$ cat src/rtl/hazard_pkg.sv
// Shared types for the pipeline hazard controller: forward selects, memory-wait FSM states.
package hazard_pkg;

  typedef enum logic [1:0] {
    FWD_RF = 2'b00,
    FWD_W  = 2'b01,
    FWD_M  = 2'b10
  } fwd_sel_t;

  typedef enum logic [1:0] {
    IDLE     = 2'b00,
    MEM_WAIT = 2'b01,
    ERR      = 2'b10
  } hz_state_t;

  localparam int REG_ZERO = 0;

  // Performance counters hold at all-ones rather than wrapping.
  function automatic logic [31:0] sat_inc32(input logic [31:0] v);
    return (v == 32'hFFFF_FFFF) ? v : v + 32'd1;
  endfunction

endpackage

$ cat src/rtl/hazard_fwd_sel.sv
// EX-stage forward select for one source operand; purely combinational, M result beats W result.
module hazard_fwd_sel
  import hazard_pkg::*;
#(
  parameter int REG_W = 5
) (
  input  logic [REG_W-1:0] rs_i,
  input  logic [REG_W-1:0] rd_m_i,
  input  logic [REG_W-1:0] rd_w_i,
  input  logic             reg_write_m_i,
  input  logic             reg_write_w_i,
  output fwd_sel_t         fwd_o
);

  logic rs_nonzero;

  // x0 is hardwired, so a write to it must never be forwarded.
  assign rs_nonzero = (rs_i != REG_W'(REG_ZERO));

  always_comb begin
    fwd_o = FWD_RF;
    if (rs_nonzero && reg_write_m_i && (rd_m_i == rs_i)) begin
      fwd_o = FWD_M;
    end else if (rs_nonzero && reg_write_w_i && (rd_w_i == rs_i)) begin
      fwd_o = FWD_W;
    end
  end

endmodule

$ cat src/rtl/hazard_unit.sv
// Hazard controller: combinational stall/flush/forward with a registered memory-wait FSM and sticky timeout.
// Optional HAZARD_PERF_CNT_EN adds saturating lw-stall and mem-stall cycle counters.
module hazard_unit
  import hazard_pkg::*;
#(
  parameter int REG_W       = 5,
  parameter int MEM_TIMEOUT = 16,
  parameter int CNT_W       = 5
) (
  input  logic             clk_i,
  input  logic             reset_i,
  input  logic [REG_W-1:0] rs1D_i,
  input  logic [REG_W-1:0] rs2D_i,
  input  logic [REG_W-1:0] rs1E_i,
  input  logic [REG_W-1:0] rs2E_i,
  input  logic [REG_W-1:0] rdE_i,
  input  logic [REG_W-1:0] rdM_i,
  input  logic [REG_W-1:0] rdW_i,
  input  logic             load_E_i,
  input  logic             reg_writeM_i,
  input  logic             reg_writeW_i,
  input  logic             pc_srcE_i,
  input  logic             mem_reqM_i,
  input  logic             mem_readyM_i,
  output logic [1:0]       forwardAE_o,
  output logic [1:0]       forwardBE_o,
  output logic             stallF_o,
  output logic             stallD_o,
  output logic             stallE_o,
  output logic             stallM_o,
  output logic             flushD_o,
  output logic             flushE_o,
  output logic             flushW_o,
  output logic             mem_err_o
`ifdef HAZARD_PERF_CNT_EN
  ,
  output logic [31:0]      lw_stall_cnt_o,
  output logic [31:0]      mem_stall_cnt_o
`endif
);

  hz_state_t        state_q, state_d;
  logic [CNT_W-1:0] wait_cnt_q, wait_cnt_d;
  logic             mem_err_q, mem_err_d;
  fwd_sel_t         fwd_a, fwd_b;
  logic             lw_stall;
  logic             mem_stall;

  hazard_fwd_sel #(.REG_W(REG_W)) u_fwd_a (
    .rs_i          (rs1E_i),
    .rd_m_i        (rdM_i),
    .rd_w_i        (rdW_i),
    .reg_write_m_i (reg_writeM_i),
    .reg_write_w_i (reg_writeW_i),
    .fwd_o         (fwd_a)
  );

  hazard_fwd_sel #(.REG_W(REG_W)) u_fwd_b (
    .rs_i          (rs2E_i),
    .rd_m_i        (rdM_i),
    .rd_w_i        (rdW_i),
    .reg_write_m_i (reg_writeM_i),
    .reg_write_w_i (reg_writeW_i),
    .fwd_o         (fwd_b)
  );

  assign lw_stall = load_E_i && (rdE_i != REG_W'(REG_ZERO)) &&
                    ((rdE_i == rs1D_i) || (rdE_i == rs2D_i));

  // The ready cycle itself never stalls, so release costs no extra cycle.
  assign mem_stall = ((state_q == IDLE) && mem_reqM_i && !mem_readyM_i) ||
                     ((state_q == MEM_WAIT) && !mem_readyM_i) ||
                     (state_q == ERR);

  always_comb begin
    state_d    = state_q;
    wait_cnt_d = wait_cnt_q;
    mem_err_d  = mem_err_q;
    case (state_q)
      IDLE: begin
        if (mem_reqM_i && !mem_readyM_i) begin
          state_d    = MEM_WAIT;
          wait_cnt_d = CNT_W'(1);
        end
      end
      MEM_WAIT: begin
        if (mem_readyM_i) begin
          state_d    = IDLE;
          wait_cnt_d = '0;
        end else if (wait_cnt_q == CNT_W'(MEM_TIMEOUT - 1)) begin
          state_d   = ERR;
          mem_err_d = 1'b1;
        end else begin
          wait_cnt_d = wait_cnt_q + CNT_W'(1);
        end
      end
      ERR: begin
        mem_err_d = 1'b1;
      end
      default: begin
        state_d    = IDLE;
        wait_cnt_d = '0;
      end
    endcase
  end

  always_ff @(posedge clk_i or posedge reset_i) begin
    if (reset_i) begin
      state_q    <= IDLE;
      wait_cnt_q <= '0;
      mem_err_q  <= 1'b0;
    end else begin
      state_q    <= state_d;
      wait_cnt_q <= wait_cnt_d;
      mem_err_q  <= mem_err_d;
    end
  end

  // Outputs are gated by reset so the pipeline is released the instant reset rises.
  always_comb begin
    forwardAE_o = FWD_RF;
    forwardBE_o = FWD_RF;
    stallF_o    = 1'b0;
    stallD_o    = 1'b0;
    stallE_o    = 1'b0;
    stallM_o    = 1'b0;
    flushD_o    = 1'b0;
    flushE_o    = 1'b0;
    flushW_o    = 1'b0;
    if (!reset_i) begin
      forwardAE_o = fwd_a;
      forwardBE_o = fwd_b;
      if (mem_stall) begin
        // E stays frozen, so a pending branch or load-use flush re-asserts after release.
        stallF_o = 1'b1;
        stallD_o = 1'b1;
        stallE_o = 1'b1;
        stallM_o = 1'b1;
        flushW_o = 1'b1;
      end else begin
        stallF_o = lw_stall;
        stallD_o = lw_stall;
        flushE_o = lw_stall | pc_srcE_i;
        flushD_o = pc_srcE_i;
      end
    end
  end

  assign mem_err_o = mem_err_q;

`ifdef HAZARD_PERF_CNT_EN
  logic [31:0] lw_cnt_q, lw_cnt_d;
  logic [31:0] mem_cnt_q, mem_cnt_d;

  always_comb begin
    lw_cnt_d  = lw_cnt_q;
    mem_cnt_d = mem_cnt_q;
    if (mem_stall) begin
      mem_cnt_d = sat_inc32(mem_cnt_q);
    end else if (lw_stall) begin
      lw_cnt_d = sat_inc32(lw_cnt_q);
    end
  end

  always_ff @(posedge clk_i or posedge reset_i) begin
    if (reset_i) begin
      lw_cnt_q  <= '0;
      mem_cnt_q <= '0;
    end else begin
      lw_cnt_q  <= lw_cnt_d;
      mem_cnt_q <= mem_cnt_d;
    end
  end

  assign lw_stall_cnt_o  = lw_cnt_q;
  assign mem_stall_cnt_o = mem_cnt_q;
`endif

endmodule

$ cat config.mk
export PLATFORM = sky130hd
export DESIGN_NAME = hazard_unit
export DESIGN_NICKNAME = d
export VERILOG_FILES = /design/src/rtl/hazard_pkg.sv /design/src/rtl/hazard_fwd_sel.sv /design/src/rtl/hazard_unit.sv
export SDC_FILE = /design/constraint.sdc
export NUM_CORES = 1
export LEC_CHECK = 0
export CORE_ASPECT_RATIO = 0.8
export CORE_MARGIN = 8
export CORE_UTILIZATION = 34
export CTS_CLUSTER_SIZE = 20
export DETAILED_ROUTE_END_ITERATION = 8
export GPL_TIMING_DRIVEN = 1
export MAX_ROUTING_LAYER = met4
export PLACE_DENSITY_LB_ADDON = 0.25
export SLEW_MARGIN = 0
export SYNTH_ARGS = -nofsm -noshare
export SYNTH_HDL_FRONTEND = slang
export SYNTH_SLANG_ARGS = --single-unit
$ cat constraint.sdc
create_clock -name clk_i -period 1.71 [get_ports clk_i]
set_clock_uncertainty 0.05 [all_clocks]
set_input_delay 0.2565 -clock clk_i [delete_from_list [all_inputs] [get_ports clk_i]]
set_output_delay 0.2565 -clock clk_i [all_outputs]
set_load 0.005 [all_outputs]
After elaboration in Yosys (flattened, before gate mapping)
Cells that the tools add are included.
{"block": "word_totals", "reg_bits": 8, "input_bits": 43, "wordCells": 71}
{"block": "classes", "mux": 25, "n_addsub": 1, "eq_ne": 14, "bitwise_logic": 2, "reduce_logical": 26}
{"operator": "equality test 5 bit", "n": 6}
{"operator": "two-way mux 5 bit", "n": 3}
{"operator": "case mux 5 bit (3 select lines)", "n": 1}
{"operator": "nonzero test 5 bit", "n": 3}
{"operator": "logical AND 1 bit", "n": 14}
{"operator": "two-way mux 2 bit", "n": 7}
{"operator": "two-way mux 1 bit", "n": 12}
{"operator": "AND reduction 3 bit", "n": 3}
{"operator": "case mux 2 bit (3 select lines)", "n": 1}
{"operator": "adder 5 x 1 -> 5 bit (second input constant)", "n": 1}
{"operator": "equality test 5 x 4 -> 1 bit (second input constant)", "n": 1}
{"operator": "inequality test 2 x 1 -> 1 bit (second input constant)", "n": 2}
{"operator": "logical OR 1 bit", "n": 3}
{"operator": "inequality test 3 x 2 -> 1 bit (second input constant)", "n": 1}
{"operator": "inequality test 3 bit (second input constant)", "n": 1}
{"operator": "equality test 2 x 1 -> 1 bit (second input constant)", "n": 1}
{"operator": "equality test 2 bit (second input constant)", "n": 1}
{"operator": "logical NOT 2 bit", "n": 1}
{"operator": "inequality test 2 bit (second input constant)", "n": 1}
{"operator": "case mux 1 bit (2 select lines)", "n": 1}
{"operator": "nonzero test 2 bit", "n": 1}
{"operator": "logical NOT 1 bit", "n": 1}
{"operator": "NOT 1 bit", "n": 1}
{"operator": "bitwise OR 1 bit", "n": 1}

Logic depth before layout (Yosys ltp)
{"block": "logic_depth", "word_depth": 7, "ltp_mapped": 7}

By module
From an unflattened synthesis, not the netlist that was laid out.
{"block": "hier_totals", "cells_unflattened": 109, "hier_area_um2": 922.1}
{"module": "hazard_unit", "cells_per_inst": 73, "area_each_um2": 644.4, "seq_area_each_um2": 200.2, "n_inst": 1}
{"module": "hazard_fwd_sel", "cells_per_inst": 18, "area_each_um2": 138.9, "seq_area_each_um2": 0.0, "n_inst": 2}

Worst setup path before layout
No wires, ideal clock.
{"block": "synth_path", "path_type": "flip-flop to flip-flop", "startpoint": "register wait_cnt_q[0]", "endpoint": "register mem_err_q (netlist: mem_err_o)", "path_buffers": 1, "arrival_ps": 1605, "required_ps": 1533, "path_stages_with_launch": 7, "setup_time_ps": 127, "setup_slack_ps": -73, "cell_sequence": "dfrtp_1 > ha_1 > and3_1 > ha_1 > clkbuf_1 > a31o_2 > or2_2"}
{"block": "synth_between", "elab_chain_len": 3}
{"element": "from (decl)", "line_no": "hazard_unit.sv:43", "text": "logic [CNT_W-1:0] wait_cnt_q, wait_cnt_d;"}
{"element": "from (signal assigned)", "line_no": "hazard_unit.sv:114", "text": "wait_cnt_q <= wait_cnt_d;"}
{"element": "equality test 5 x 4 -> 1 bit", "line_no": "hazard_unit.sv:90", "text": "end else if (wait_cnt_q == CNT_W'(MEM_TIMEOUT - 1)) begin"}
{"element": "inequality test 2 x 1 -> 1 bit (no source line)"}
{"element": "AND reduction 3 bit (no source line)"}
{"element": "to (signal assigned)", "line_no": "hazard_unit.sv:115", "text": "mem_err_q <= mem_err_d;"}
{"element": "to (decl)", "line_no": "hazard_unit.sv:44", "text": "logic mem_err_q, mem_err_d;"}
No other way between the ends.
A chain may end at the register's enable or synchronous reset.

Worst setup path after layout
{"block": "layout_path", "startpoint": "input port rs1E_i[4]", "endpoint": "output port forwardAE_o[0]"}
{"block": "layout_between", "elab_chain_len": 6, "elab_cells_between_ends": 10, "classes_between": "eq/ne (2); mux (3); reduce/logical (5)"}
{"element": "from (decl)", "line_no": "hazard_unit.sv:14", "text": "input logic [REG_W-1:0] rs1E_i,"}
{"element": "nonzero test 5 bit", "line_no": "hazard_fwd_sel.sv:18", "text": "assign rs_nonzero = (rs_i != REG_W'(REG_ZERO));"}
{"element": "logical AND 1 bit (2 in a row)", "line_no": "hazard_fwd_sel.sv:24", "text": "end else if (rs_nonzero && reg_write_w_i && (rd_w_i == rs_i)) begin"}
{"element": "two-way mux 1 bit", "line_no": "hazard_fwd_sel.sv:24"}
{"element": "two-way mux 2 bit *", "line_no": "hazard_fwd_sel.sv:22", "text": "if (rs_nonzero && reg_write_m_i && (rd_m_i == rs_i)) begin"}
{"element": "two-way mux 2 bit *", "line_no": "hazard_unit.sv:130", "text": "if (!reset_i) begin"}
{"element": "to (decl)", "line_no": "hazard_unit.sv:25", "text": "output logic [1:0] forwardAE_o,"}
Every way passes the cells marked *; elsewhere a longest branch is shown, timed or not.

==> results.md <==
- Status: finished, violations left
- Failing checks: negative setup slack
- Top FF cell, synth: dfrtp_1
- Worst-Margin Slew: 0.261 ns
- Die W: 74.5 µm
- Pin count of the biggest net entering global routing: 9
- Avg Cell Area, Syn: 8.69 µm²
- Per-cell routed wire length: 15.3 µm
- # setup viols final: 6
- Ports: 55
- Buffers on Ports: 54
- H-tree depth: 1
- Design Area, Final: 1870 µm²
- Post-synth cell types: 35
- Fraction of the mapped netlist area in simple logic gates: 29.5%
- Drt first pass iters: 4
- CTS tree: done
- Crit path cell chain: buf_6, or4_4, nor2_4, nor4_2, buf_4, nor4_4, buf_2
- Vias in the first global route: 1207
- Crit path launch: rs1E_i[4]
- Final antenna-violating net count: 0
- Total GRT Usage: 15.8%
- Crit path DAT: 1.58 ns
- RSZ-0062 raised after global routing: yes
- First-pass GRT wire length: 5690 µm
- Die height: 62.8 µm
- Total CTS buffers: 3
- LEAKAGE: 0.841 nW
- Crit path launch type: primary input
- Synth Area in Compound Gates: 10.9%
- Max Cap Violations: 0
- Xor and xnor area share after synthesis: 30.1%
- TNS Setup: -0.500 ns
- Placement Cell Area: 1700 µm²
- HPWL Detailed: 2820 µm
- Clock Tree Buf Depth: 2
- Worst relative slew slack: 82.5%
- YS warnings: 0
- RR Startpoint: wait_cnt_q[1]$_DFFE_PP0P_
- Pwr Total: 727 µW
- Die ar.: 4670 µm²
- Crit path time final: 1.89 ns
- Critical Path Sink Type: output port
- Final cycle utilization of the critical path: 110%
- Slew Viols, Final: 0
- Sinks on Clock Net: 8
- Number of flops mapped to enable cells by yosys: 0
- Worst hold start: mem_readyM_i
- Pwr dens: 389 nW/µm²
- Initial Util: 34.7%
- Post-Synthesis Net Count: 152
- Crit path required time: 1.40 ns
- Root Driver: clkbuf_4
- #FFs+latches synth: 8
- Register area share after synthesis: 21.5%
- Residual DRC count: 0
- RePlAce Congestion: 0.857
- Final net count: 245
- Setup slack after layout: -0.178 ns
- Via density: 4.85
- Hold WC Path Type: in -> reg
- Post-synth ARST share: 100%
- Setup CP Type: in -> out
- CP max stage cell: or4_4
- Area leader, netlist: dfrtp_1
- Layout cells sized above 1: 46.0%
- Hold slack: 0.313 ns
- Hold Violations, Final: 0
- Final Core Density: 69.7%
- P&R area growth vs syn: 101%
- Core Region: 2680 µm²
- # diodes: 0
- Non-filler instance count after layout: 236
- CTS Hold Bufs: 0
- FP Rows: 17
- Initial antenna violation count: 0
- Post-synthesis mux area share: 1.08%
- GR Overflow Total: 0
- Post-Route WL: 3610 µm
- Synth area leaders: dfrtp_1, xnor2_1, xor2_1, nor4_2, nand2_1
- Worst-skew pair later-pin latency: 0.25 ns
- Initial drt markers: 84
- Critical-path maximum fanout: 2
- Post-synth top area share: 21.5%
- Largest family of logic cells by synthesized area: XOR/XNOR gates
- Adder-Cell Fraction of Synth Area: 2.69%
- Worst vdd ir: 259 µV
- Critical Path Max Stage Delay: 0.53 ns
- Placed cells: 222
- Worst-path clk slew: 0.05 ns
- Syn Std Cell Area: 930 µm²
- Via Count: 1145
- Synth Instances: 107
- Pre-CTS WS: -0.826 ns
- Max Clock Freq: 530 MHz
[routing by layer]
layer / share of wire [%] / routed length [µm] / GRT usage [%]
met5: 0 / 0 / -
met4: 1.3 / 48 / 3.90
met3: 4.8 / 172 / 2.56
met2: 54 / 1960 / 28.5
met1: 40 / 1430 / 17.1
[layout make-up]
class,instances,area [µm²]
clock buffer,3,22.5
fill,223,812
inverter,2,7.51
multi-input combinational,92,826
sequential,8,200
tap,38,47.5
timing repair buffer,93,764
[what timing repair did]
item,CTS,global route
pin swaps,24,16
endpoints found under the setup margin,11,13
resized for setup,130,9
buffers inserted,7,4
[placed cells by master, fill, tap and decap left out, types with 3 or more instances in the layout]
cell,n
a21oi_1,4
nor2_1,3
xnor2_2,6
nor2_4,4
clkbuf_4,3
buf_2,15
clkdlybuf4s50_1,17
dfrtp_1,8
buf_6,11
xor2_1,15
buf_4,34
nand4_1,4
xnor2_1,11
clkdlybuf4s15_1,3
dlygate4sd2_1,12
nand2_1,8
[synthesized netlist by cell type, types with 2 or more instances]
cell and number:
nand4_1 4, nor2_1 6, nor2b_1 3, or4_4 2, buf_4 3, xnor2_1 17, xor2_1 15, o21ai_0 3
nand2_1 8, nor3_1 2, nor4_2 4, a21oi_1 4, o22ai_1 3, inv_1 2, or4_1 2, ha_1 2
nor2_4 2, dfrtp_1 8
[cells by family (layout without fill, tap and decap cells)]
logic type / Yosys count / in the layout
DFF: 8 / 8
xor gates and xnor gates: 32 / 32
adders and majority gates: 2 / 2
and+or+nand+nor: 41 / 41
AOI/OAI and AO/OA: 16 / 16
buffers and inverters: 7 / 98
muxes: 1 / 1
[final timing paths]
path | to | slack [ns] | depth (start not counted)
setup / recovery | forwardAE_o[0] | -0.18 | 7
max in group asynchronous | state_q[1]$_DFFE_PP0P_ | 1.04 | 5
setup reg to reg | mem_err_o$_DFFE_PP0P_ | 0.04 | 5
hold / removal | wait_cnt_q[0]$_DFFE_PP0P_ | 0.31 | 2
hold reg to reg | mem_err_o$_DFFE_PP0P_ | 0.43 | 1
min in group asynchronous | wait_cnt_q[1]$_DFFE_PP0P_ | 0.44 | 5
[where the power goes]
part           leakage [nW]  internal (mW)  switching [mW]  total [mW]
Sequential            0.108          0.200         0.00843       0.208
Combinational         0.720          0.219           0.153       0.372
Clock                0.0138         0.0804          0.0660       0.146
Total                 0.841          0.499           0.228       0.727
[critical path: cells and delay by family]
family	cells	cell delay, ns
simple gates	4	0.94
buf+inv	3	0.38
[sequential cells by signal, indices dropped and copies added, names as in the netlist]
name and cells:
mem_err_o 1, state_q 2, wait_cnt_q 5
(Power assumes the default switching activity.)
